[config.mk]
export PLATFORM = sky130hd
export DESIGN_NAME = mac_arbiter_flat
export DESIGN_NICKNAME = d
export VERILOG_FILES = /design/src/rtl/mac_arbiter_if.sv /design/src/rtl/mac_arbiter.sv /design/src/flat_wrapper.sv
export SDC_FILE = /design/constraint.sdc
export NUM_CORES = 1
export LEC_CHECK = 0
export CAP_MARGIN = 5
export CORE_MARGIN = 3
export CORE_UTILIZATION = 30
export CTS_BUF_LIST = sky130_fd_sc_hd__clkbuf_8
export DETAILED_ROUTE_END_ITERATION = 6
export PLACE_DENSITY = 0.63
export SKIP_CTS_REPAIR_TIMING = 1
export SYNTH_ARGS = -nofsm -noshare
export SYNTH_HDL_FRONTEND = slang
export SYNTH_SLANG_ARGS = --single-unit
[constraint.sdc]
create_clock -name clk -period 3.25 [get_ports clk]
set_input_delay 0.325 -clock clk [delete_from_list [all_inputs] [get_ports clk]]
set_output_delay 0.325 -clock clk [all_outputs]
set_load 0.02 [all_outputs]
[src/rtl/mac_arbiter_if.sv]
// Handshake and data bundle between two job requesters, the arbiter and a shared MAC unit.
// The slave modport is the arbiter's view; master is the requester/MAC environment.
interface mac_arbiter_if;
    logic [1:0]  req;
    logic [1:0]  req_mode;
    logic [15:0] req_len;
    logic [1:0]  gnt;
    logic [31:0] op_a;
    logic [31:0] op_b;
    logic [1:0]  op_valid;
    logic [1:0]  op_ready;
    logic        mac_config_en;
    logic        mac_float_int;
    logic [7:0]  mac_data_num;
    logic [15:0] mac_in_a;
    logic [15:0] mac_in_b;
    logic        mac_in_valid_a;
    logic        mac_in_valid_b;
    logic        mac_out_valid;
    logic [15:0] mac_out;
    logic [15:0] res_data;
    logic [1:0]  res_valid;
    logic        busy;
    logic [1:0]  err;

    modport slave (
        input  req, req_mode, req_len, op_a, op_b, op_valid, mac_out_valid, mac_out,
        output gnt, op_ready, mac_config_en, mac_float_int, mac_data_num,
               mac_in_a, mac_in_b, mac_in_valid_a, mac_in_valid_b,
               res_data, res_valid, busy, err
    );

    modport master (
        output req, req_mode, req_len, op_a, op_b, op_valid, mac_out_valid, mac_out,
        input  gnt, op_ready, mac_config_en, mac_float_int, mac_data_num,
               mac_in_a, mac_in_b, mac_in_valid_a, mac_in_valid_b,
               res_data, res_valid, busy, err
    );
endinterface

[src/rtl/mac_arbiter.sv]
// Two-requester round-robin arbiter owning one MAC for a whole job (configure, stream, result).
// Define MAC_ARB_TIMEOUT_EN to abort a job with err[g] when the MAC result never arrives.
module mac_arbiter #(
    parameter int TIMEOUT_CYC = 1023
) (
    input  logic          clk,
    input  logic          rst_n,
    mac_arbiter_if.slave  bus
);

    typedef enum logic [2:0] {IDLE, CONF, STREAM, WAIT, DONE} state_t;

    state_t      r_state, w_next;
    logic        r_pri;
    logic [1:0]  r_gnt;
    logic        r_mode;
    logic [7:0]  r_len;
    logic [7:0]  r_cnt;
    logic        r_conf;
    logic [15:0] r_in_a, r_in_b;
    logic        r_in_vld;
    logic [15:0] r_res;
    logic [1:0]  r_res_vld;

    logic        w_win;
    logic        w_sel;
    logic        w_beat;
    logic        w_last;
    logic        w_tmo;

    // Preferred requester wins when it asks; otherwise the other one gets the MAC.
    assign w_win  = bus.req[r_pri] ? r_pri : ~r_pri;
    assign w_sel  = r_gnt[1];
    assign w_beat = (r_state == STREAM) && bus.op_valid[w_sel];
    // Length 0 wraps to 255 here, so it terminates on the 256th beat.
    assign w_last = w_beat && (r_cnt == r_len - 8'd1);

`ifdef MAC_ARB_TIMEOUT_EN
    localparam int TW = (TIMEOUT_CYC < 2) ? 1 : $clog2(TIMEOUT_CYC + 1);

    logic [TW-1:0] r_tcnt;
    logic [1:0]    r_err;

    assign w_tmo = (r_state == WAIT) && !bus.mac_out_valid &&
                   (r_tcnt == TW'(TIMEOUT_CYC - 1));

    always_ff @(posedge clk or negedge rst_n) begin
        if (!rst_n) begin
            r_tcnt <= '0;
            r_err  <= '0;
        end else begin
            r_tcnt <= (r_state == WAIT) ? r_tcnt + 1'b1 : '0;
            r_err  <= w_tmo ? r_gnt : 2'b00;
        end
    end

    assign bus.err = r_err;
`else
    logic w_unused_tmo;

    assign w_tmo        = 1'b0;
    assign w_unused_tmo = (TIMEOUT_CYC == 0);
    assign bus.err      = 2'b00;
`endif

    always_comb begin
        w_next = r_state;
        case (r_state)
            IDLE:    if (|bus.req) w_next = CONF;
            CONF:    if (r_conf) w_next = STREAM;
            STREAM:  if (w_last) w_next = WAIT;
            WAIT:    if (bus.mac_out_valid || w_tmo) w_next = DONE;
            DONE:    w_next = IDLE;
            default: w_next = IDLE;
        endcase
    end

    always_ff @(posedge clk or negedge rst_n) begin
        if (!rst_n) begin
            r_state   <= IDLE;
            r_pri     <= 1'b0;
            r_gnt     <= '0;
            r_mode    <= 1'b0;
            r_len     <= '0;
            r_cnt     <= '0;
            r_conf    <= 1'b0;
            r_in_a    <= '0;
            r_in_b    <= '0;
            r_in_vld  <= 1'b0;
            r_res     <= '0;
            r_res_vld <= '0;
        end else begin
            r_state   <= w_next;
            r_in_vld  <= w_beat;
            r_res_vld <= '0;
            if (w_beat) begin
                r_in_a <= bus.op_a[{w_sel, 4'b0000} +: 16];
                r_in_b <= bus.op_b[{w_sel, 4'b0000} +: 16];
            end
            case (r_state)
                IDLE: begin
                    if (|bus.req) begin
                        r_gnt  <= w_win ? 2'b10 : 2'b01;
                        r_mode <= bus.req_mode[w_win];
                        r_len  <= bus.req_len[{w_win, 3'b000} +: 8];
                        r_cnt  <= '0;
                        r_conf <= 1'b0;
                    end
                end
                CONF:   r_conf <= 1'b1;
                STREAM: if (w_beat) r_cnt <= r_cnt + 8'd1;
                WAIT: begin
                    // A result only counts while waiting for one; stray valids elsewhere fall through.
                    if (bus.mac_out_valid) begin
                        r_res     <= bus.mac_out;
                        r_res_vld <= r_gnt;
                    end
                end
                DONE: begin
                    r_gnt <= '0;
                    r_pri <= ~w_sel;
                end
                default: ;
            endcase
        end
    end

    assign bus.gnt            = r_gnt;
    assign bus.op_ready       = (r_state == STREAM) ? r_gnt : 2'b00;
    assign bus.mac_config_en  = (r_state == CONF) && !r_conf;
    assign bus.mac_float_int  = r_mode;
    assign bus.mac_data_num   = r_len;
    assign bus.mac_in_a       = r_in_a;
    assign bus.mac_in_b       = r_in_b;
    assign bus.mac_in_valid_a = r_in_vld;
    assign bus.mac_in_valid_b = r_in_vld;
    assign bus.res_data       = r_res;
    assign bus.res_valid      = r_res_vld;
    assign bus.busy           = (r_state != IDLE);

endmodule

[src/flat_wrapper.sv]
// flat-port wrapper written by rule: the top's interface ports become plain ports
module mac_arbiter_flat 
#(
    parameter int TIMEOUT_CYC = 1023
)
  (clk, rst_n, bus_req, bus_req_mode, bus_req_len, bus_op_a, bus_op_b, bus_op_valid, bus_mac_out_valid, bus_mac_out, bus_gnt, bus_op_ready, bus_mac_config_en, bus_mac_float_int, bus_mac_data_num, bus_mac_in_a, bus_mac_in_b, bus_mac_in_valid_a, bus_mac_in_valid_b, bus_res_data, bus_res_valid, bus_busy, bus_err);
  mac_arbiter_if bus_i ();
  input  logic clk;
  input  logic rst_n;
  input wire logic [$bits(bus_i.req)-1:0] bus_req;
  input wire logic [$bits(bus_i.req_mode)-1:0] bus_req_mode;
  input wire logic [$bits(bus_i.req_len)-1:0] bus_req_len;
  input wire logic [$bits(bus_i.op_a)-1:0] bus_op_a;
  input wire logic [$bits(bus_i.op_b)-1:0] bus_op_b;
  input wire logic [$bits(bus_i.op_valid)-1:0] bus_op_valid;
  input wire logic [$bits(bus_i.mac_out_valid)-1:0] bus_mac_out_valid;
  input wire logic [$bits(bus_i.mac_out)-1:0] bus_mac_out;
  output wire logic [$bits(bus_i.gnt)-1:0] bus_gnt;
  output wire logic [$bits(bus_i.op_ready)-1:0] bus_op_ready;
  output wire logic [$bits(bus_i.mac_config_en)-1:0] bus_mac_config_en;
  output wire logic [$bits(bus_i.mac_float_int)-1:0] bus_mac_float_int;
  output wire logic [$bits(bus_i.mac_data_num)-1:0] bus_mac_data_num;
  output wire logic [$bits(bus_i.mac_in_a)-1:0] bus_mac_in_a;
  output wire logic [$bits(bus_i.mac_in_b)-1:0] bus_mac_in_b;
  output wire logic [$bits(bus_i.mac_in_valid_a)-1:0] bus_mac_in_valid_a;
  output wire logic [$bits(bus_i.mac_in_valid_b)-1:0] bus_mac_in_valid_b;
  output wire logic [$bits(bus_i.res_data)-1:0] bus_res_data;
  output wire logic [$bits(bus_i.res_valid)-1:0] bus_res_valid;
  output wire logic [$bits(bus_i.busy)-1:0] bus_busy;
  output wire logic [$bits(bus_i.err)-1:0] bus_err;
  assign bus_i.req = bus_req;
  assign bus_i.req_mode = bus_req_mode;
  assign bus_i.req_len = bus_req_len;
  assign bus_i.op_a = bus_op_a;
  assign bus_i.op_b = bus_op_b;
  assign bus_i.op_valid = bus_op_valid;
  assign bus_i.mac_out_valid = bus_mac_out_valid;
  assign bus_i.mac_out = bus_mac_out;
  assign bus_gnt = bus_i.gnt;
  assign bus_op_ready = bus_i.op_ready;
  assign bus_mac_config_en = bus_i.mac_config_en;
  assign bus_mac_float_int = bus_i.mac_float_int;
  assign bus_mac_data_num = bus_i.mac_data_num;
  assign bus_mac_in_a = bus_i.mac_in_a;
  assign bus_mac_in_b = bus_i.mac_in_b;
  assign bus_mac_in_valid_a = bus_i.mac_in_valid_a;
  assign bus_mac_in_valid_b = bus_i.mac_in_valid_b;
  assign bus_res_data = bus_i.res_data;
  assign bus_res_valid = bus_i.res_valid;
  assign bus_busy = bus_i.busy;
  assign bus_err = bus_i.err;
  mac_arbiter #(.TIMEOUT_CYC(TIMEOUT_CYC)) u_core (.clk(clk), .rst_n(rst_n), .bus(bus_i));
endmodule
## Word level (Yosys, flattened, before mapping)

Index checks and enable logic that the tools add are counted.

| storage, ports and cells | value |
|---|---|
| output and inout bits | 69 |
| register bits after elaboration | 75 |
| input bits | 105 |
| logic and storage cells | 71 |

| cells by class | value |
|---|---|
| multiplexer cells | 23 |
| bitwise logic cells | 2 |
| add/subtract/negate cells | 2 |
| $lt $le $gt $ge | 3 |
| reduce and logical (&&, ||, !) cells | 16 |
| equal/unequal tests | 10 |
| shift operators | 3 |

Operator list:

| kind | count |
|---|---|
| $shiftx A32 B6 Y16 | 2 |
| $mux W8 | 2 |
| $pmux W8 S2 | 1 |
| $shiftx A16 B5 Y8 | 1 |
| $mux W3 | 4 |
| $pmux W3 S4 | 1 |
| $mux W2 | 5 |
| $add A8 B1 Y8 const B | 1 |
| $eq A8 B8 Y1 | 1 |
| $mux W1 | 8 |
| $ne A2 B1 Y1 const B | 4 |
| $reduce_and A2 Y1 | 4 |
| $sub A8 B1 Y8 const B | 1 |
| $eq A3 B2 Y1 const B | 2 |
| $lt A1 B2 Y1 const B | 3 |
| $reduce_bool A2 Y1 | 3 |
| $pmux W2 S2 | 1 |
| $reduce_and A4 Y1 | 1 |
| $eq A3 B1 Y1 const B | 1 |
| $eq A3 B3 Y1 const B | 1 |
| $logic_and A1 B1 Y1 | 3 |
| $logic_not A3 Y1 | 1 |
| $reduce_and A3 Y1 | 1 |
| $reduce_bool A3 Y1 | 1 |
| 5 further kinds | 6 |

## Logic depth before layout (Yosys ltp)

| logic depth | value |
|---|---|
| word-level depth | 6 |
| mapped depth | 7 |

## Worst setup path before layout

OpenSTA, ideal clock, no wires.

| path | value |
|---|---|
| path type | register to register |
| start point | reg u_core.r_len[0], in the netlist u_core.bus.mac_data_num[0] |
| end point | reg u_core.r_state[0] |
| slack | 1504 ps |
| period minus slack after synthesis | 1746 ps |
| path buffers | 0 |
| stages on the path, launching flop included | 7 |
| data arrival time | 1651 ps |
| required time | 3155 ps |
| cells stage by stage | dfrtp_1 inv_1 ha_1 or2b_1 a311oi_1 a41oi_1 o32ai_2 |

| between the ends | value |
|---|---|
| cells in the longest elaborated chain, start to end | 5 |

Ends and longest elaborated chain:

| what | line | source |
|---|---|---|
| start: declaration | mac_arbiter.sv:17 | `logic [7:0] r_len;` |
| start signal: assignment | mac_arbiter.sv:105 | `r_len <= bus.req_len[{w_win, 3'b000} +: 8];` |
| $sub A8 B1 Y8 | mac_arbiter.sv:36 | `assign w_last = w_beat && (r_cnt == r_len - 8'd1);` |
| $eq A8 B8 Y1 | mac_arbiter.sv:36 |  |
| $logic_and A1 B1 Y1 | mac_arbiter.sv:36 |  |
| $ne A2 B1 Y1 (no source line) | -- |  |
| $reduce_and A4 Y1 (no source line) | -- |  |
| end signal: assignment | mac_arbiter.sv:93 | `r_state <= w_next;` |
| end: declaration | mac_arbiter.sv:13 | `state_t r_state, w_next;` |

No other way between the ends.
A chain may end at the register's enable or synchronous reset.

## Worst setup path in the final report

| path | value |
|---|---|
| start point | reg u_core.r_state[2] |
| end point | out bus_op_ready[1] |

| between the ends | value |
|---|---|
| cells in the longest elaborated chain, start to end | 2 |

Ends and longest elaborated chain:

| what | line | source |
|---|---|---|
| $eq A3 B2 Y1 | mac_arbiter.sv:129 | `assign bus.op_ready = (r_state == STREAM) ? r_gnt : 2'b00;` |
| $mux W2 | mac_arbiter.sv:129 |  |
| end: declaration | flat_wrapper.sv:19 | `output wire logic [$bits(bus_i.op_ready)-1:0] bus_op_ready;` |

No other way between the ends.

==> results.yml <==
clock_network:
  h-tree-depth: 3
  cts_sinks: 75
  cts.path.max_buffers: 2
  clockRootBuffer: "clkbuf_8"
  cts_buffers: 9
  clk_pin_slew_worst_paths_ps: 80
  cts_tree: "built"
  clock_latency_ps: 350
setup_path:
  crit_path_max_incr_delay_ps: 620
  reg2reg_to: "u_core.bus.mac_in_b[10]$_DFFE_PN0P_"
  critPathLaunch: "u_core.r_state[2]$_DFFE_PN0P_"
  cp-end-kind: "output pin"
  worstSetupPathDepth: 3
  cp_top_family: "simple AND/OR/NAND/NOR gates"
  reg2reg_depth: 5
  cp_max_fo: 12
  crit_chain: "nor3b_2 > and2_1 > clkdlybuf4s50_1"
  worst_path_max_delay_cell: "clkdlybuf4s50_1"
  critPathLaunchType: "register"
  path_class: "reg -> out"
  cp.arrival_ps: 2150
  regToRegSetupSlack_ps: 980
  path_buf_inv: 1
  cp.required_ps: 2920
  cp-endpoint: "bus_op_ready[1]"
  rr_startpoint: "u_core.r_state[2]$_DFFE_PN0P_"
timing:
  period_share_pct: 76.3
  period_minus_slack_ps: 2480
  setup_viol: 0
  hold_violations: 0
  rsz0062_at_grt: "no"
  setup-tns-final_ps: 0
  slew_viol_final: 0
  relSlewSlack_pct: 37.4
  fmax_ghz: 0.403
  worst_pin_slew_ps: 939
  finalClockSkew_ps: 14.9
placed_design:
  dp_hpwl_mm: 7.24
  portBuffers: 171
  routabilityCongestion: 0.767
cells_and_area:
  final_core_util_pct: 48.0
  nets: 644
  synthToLayoutAreaGrowth_pct: 53.3
  diodes: 0
  layout-drive-gt1-share_pct: 5.36
floorplan:
  die_x_um: 116
  num_rows: 39
  dieArea_um2: 13500
  io_pins: 174
  initial_core_util_pct: 31.3
  die_y_um: 116
  core_area_um2: 11700
global_routing:
  grt_usage_pct: 14.1
  grt_pass1_wl_mm: 15.2
  grt_max_degree: 76
  grt_pass1_vias: 3167
  grt_overflow: 0
  antenna_found_initial: 0
route:
  drt_pre_antenna_iters: 4
  first_iter_violations: 173
  drcViolationCount: 0
  vias_per_cell: 4.64
  avgRoutedWirePerCell_um: 14.1
  route.vias.total: 3173
  routed_wl_mm: 9.64
  ant_nets: 0
pwr:
  power_density_nw_per_um2: 871
  peakVddDrop_mv: 0.429
  p_leak_nw: 2.40
job:
  cap_violations: 0
yosys:
  seq_area_frac_synth_pct: 51.4
  ys_warn_count: 0
  ys_ff_latch: 75
  synth_area_leader_cell: "dfrtp_1"
  syn_avg_cell_area_um2: 9.82
  yosys-top-cells-area: "dfrtp_1, mux2i_1, a21oi_1"
  synth_top_area_share_pct: 51.4
  synthCells: 372
  syn_area_um2: 3650
  synth_cell_type_count: 42
run_status:
  outcome: "finished, final reports clean"
worst_hold_path:
  hold_path_class: "in -> async"
==> worst reg2reg max path: cells and delay by family, from the launching register on <==
kind                   cells  cell delay (ps)
AND/OR/NAND/NOR            3             1080
flip-flops                 1              530
buffers and inverters      1              470
AO/OA/AOI/OAI              1              120
==> synth_stat cells <==
| library cell | n |
|---|---|
| dfrtp_1 | 75 |
| nand2_1 | 58 |
| nor2_1 | 55 |
| a21oi_1 | 44 |
| mux2i_1 | 44 |
| buf_2 | 9 |
| xnor2_1 | 9 |
| inv_1 | 7 |
| buf_6 | 6 |
| nor3_1 | 6 |
| clkbuf_1 | 5 |
| and2_1 | 4 |
| nand3_1 | 4 |
| o21ai_0 | 4 |
| xor2_1 | 4 |
| buf_4 | 3 |
| nand4_1 | 3 |
| or3_1 | 3 |
| a22oi_1 | 2 |
| ha_1 | 2 |
| nand3b_1 | 2 |
| nor2b_1 | 2 |
| o21ai_1 | 2 |
| a311oi_1 | 1 |
| a41oi_1 | 1 |
| clkinv_1 | 1 |
| conb_1 | 1 |
| mux2_2 | 1 |
| mux2_4 | 1 |
| nand2b_1 | 1 |
| nand4b_1 | 1 |
| nor2_4 | 1 |
| nor3_2 | 1 |
| nor3b_1 | 1 |
| nor3b_2 | 1 |
| nor4b_4 | 1 |
| o221a_1 | 1 |
| o22ai_1 | 1 |
| o31ai_1 | 1 |
| o32ai_2 | 1 |
| or2_1 | 1 |
| or2b_1 | 1 |
==> state kept, by name, indices dropped and copies added, names as in the netlist <==
| signal | count |
|---|---|
| u_core.bus.mac_in_valid_a | 1 |
| u_core.r_cnt | 8 |
| u_core.bus.mac_in_b | 16 |
| u_core.bus.mac_data_num | 8 |
| u_core.r_pri | 1 |
| u_core.bus.gnt | 2 |
| u_core.bus.mac_float_int | 1 |
| u_core.r_conf | 1 |
| u_core.bus.res_valid | 2 |
| u_core.bus.mac_in_a | 16 |
| u_core.bus.res_data | 16 |
| u_core.r_state | 3 |
==> report_power, final <==
group          switching (mW)  leakage [nW]  internal [mW]  total [mW]
registers               0.353         0.895           1.33        1.69
logic                    1.30          1.41           1.25        2.55
clock network           0.328        0.0961          0.308       0.637
total                    1.98          2.40           2.89        4.88
==> cell families after synthesis <==
logic type                 Yosys count  synth area share (%)
AOI/OAI and AO/OA                   58                  8.87
xor gates and xnor gates            13                  3.12
adders and majority gates            2                 0.685
buffers and inverters               31                  5.04
DFF                                 75                  51.4
muxes                               46                  12.8
other                                1                 0.103
and+or+nand+nor                    146                  18.0
==> final cells by class <==
| class | count | area, um2 |
|---|---|---|
| inverters | 8 | 30.0 |
| multi-input cells | 267 | 1600 |
| well taps | 143 | 179 |
| fillers | 1123 | 6060 |
| flip-flops and latches | 75 | 1880 |
| clock inverters | 4 | 18.8 |
| repair buffers | 176 | 1750 |
| clock buffers | 11 | 151 |
==> metal layers <==
layer / global-route usage (%) / routed length, um
met5: 0 / 0
met4: 5.57 / 187
met3: 4.97 / 805
met2: 22.5 / 4660
met1: 17.6 / 3990
==> how the worst min path moves through the flow <==
stage / startpoint / end / depth (start not counted) / slack [ps]
6_report: rst_n / u_core.bus.mac_data_num[7]$_DFFE_PN0P_ / 1 / 110
5_1_grt: rst_n / u_core.bus.gnt[0]$_DFFE_PN0P_ / 1 / 170
4_1_cts: rst_n / u_core.bus.mac_data_num[7]$_DFFE_PN0P_ / 1 / 150
3_5_place_dp: u_core.bus.res_data[0]$_DFFE_PN0P_ / u_core.bus.res_data[0]$_DFFE_PN0P_ / 2 / 460
3_3_place_gp: u_core.bus.res_data[7]$_DFFE_PN0P_ / u_core.bus.res_data[7]$_DFFE_PN0P_ / 2 / 460
2_1_floorplan: rst_n / u_core.bus.gnt[0]$_DFFE_PN0P_ / 0 / 30
==> metrics by stage <==
step / total power, mW / instance area [um2] / hold slack [ps] / instances / setup WS (ps)
2_1_floorplan: 3.15 / 3660 / 29.4 / 373 / 1500
3_3_place_gp: 4.25 / 5430 / 459 / 669 / 982
3_5_place_dp: 4.29 / 5430 / 462 / 669 / 912
4_1_cts: 4.96 / 5600 / 149 / 684 / 687
5_1_grt: 5.25 / 5600 / 170 / 684 / 543
6_report: 4.88 / 5600 / 113 / 684 / 771
==> layout by cell type, fill, tap and decap left out, drive strengths merged, types with 3 or more instances in the layout <==
master | Yosys | layout
clkdlybuf4s50 | 0 | 170
dfrtp | 75 | 75
nand2 | 58 | 58
nor2 | 56 | 56
mux2i | 44 | 44
a21oi | 44 | 44
clkbuf | 5 | 11
xnor2 | 9 | 9
inv | 7 | 8
nor3 | 7 | 7
buf | 18 | 6
o21ai | 6 | 6
nand3 | 4 | 4
xor2 | 4 | 4
and2 | 4 | 4
clkinv | 1 | 4
or3 | 3 | 3
nand4 | 3 | 3
Power figures use the tool's default switching activity.
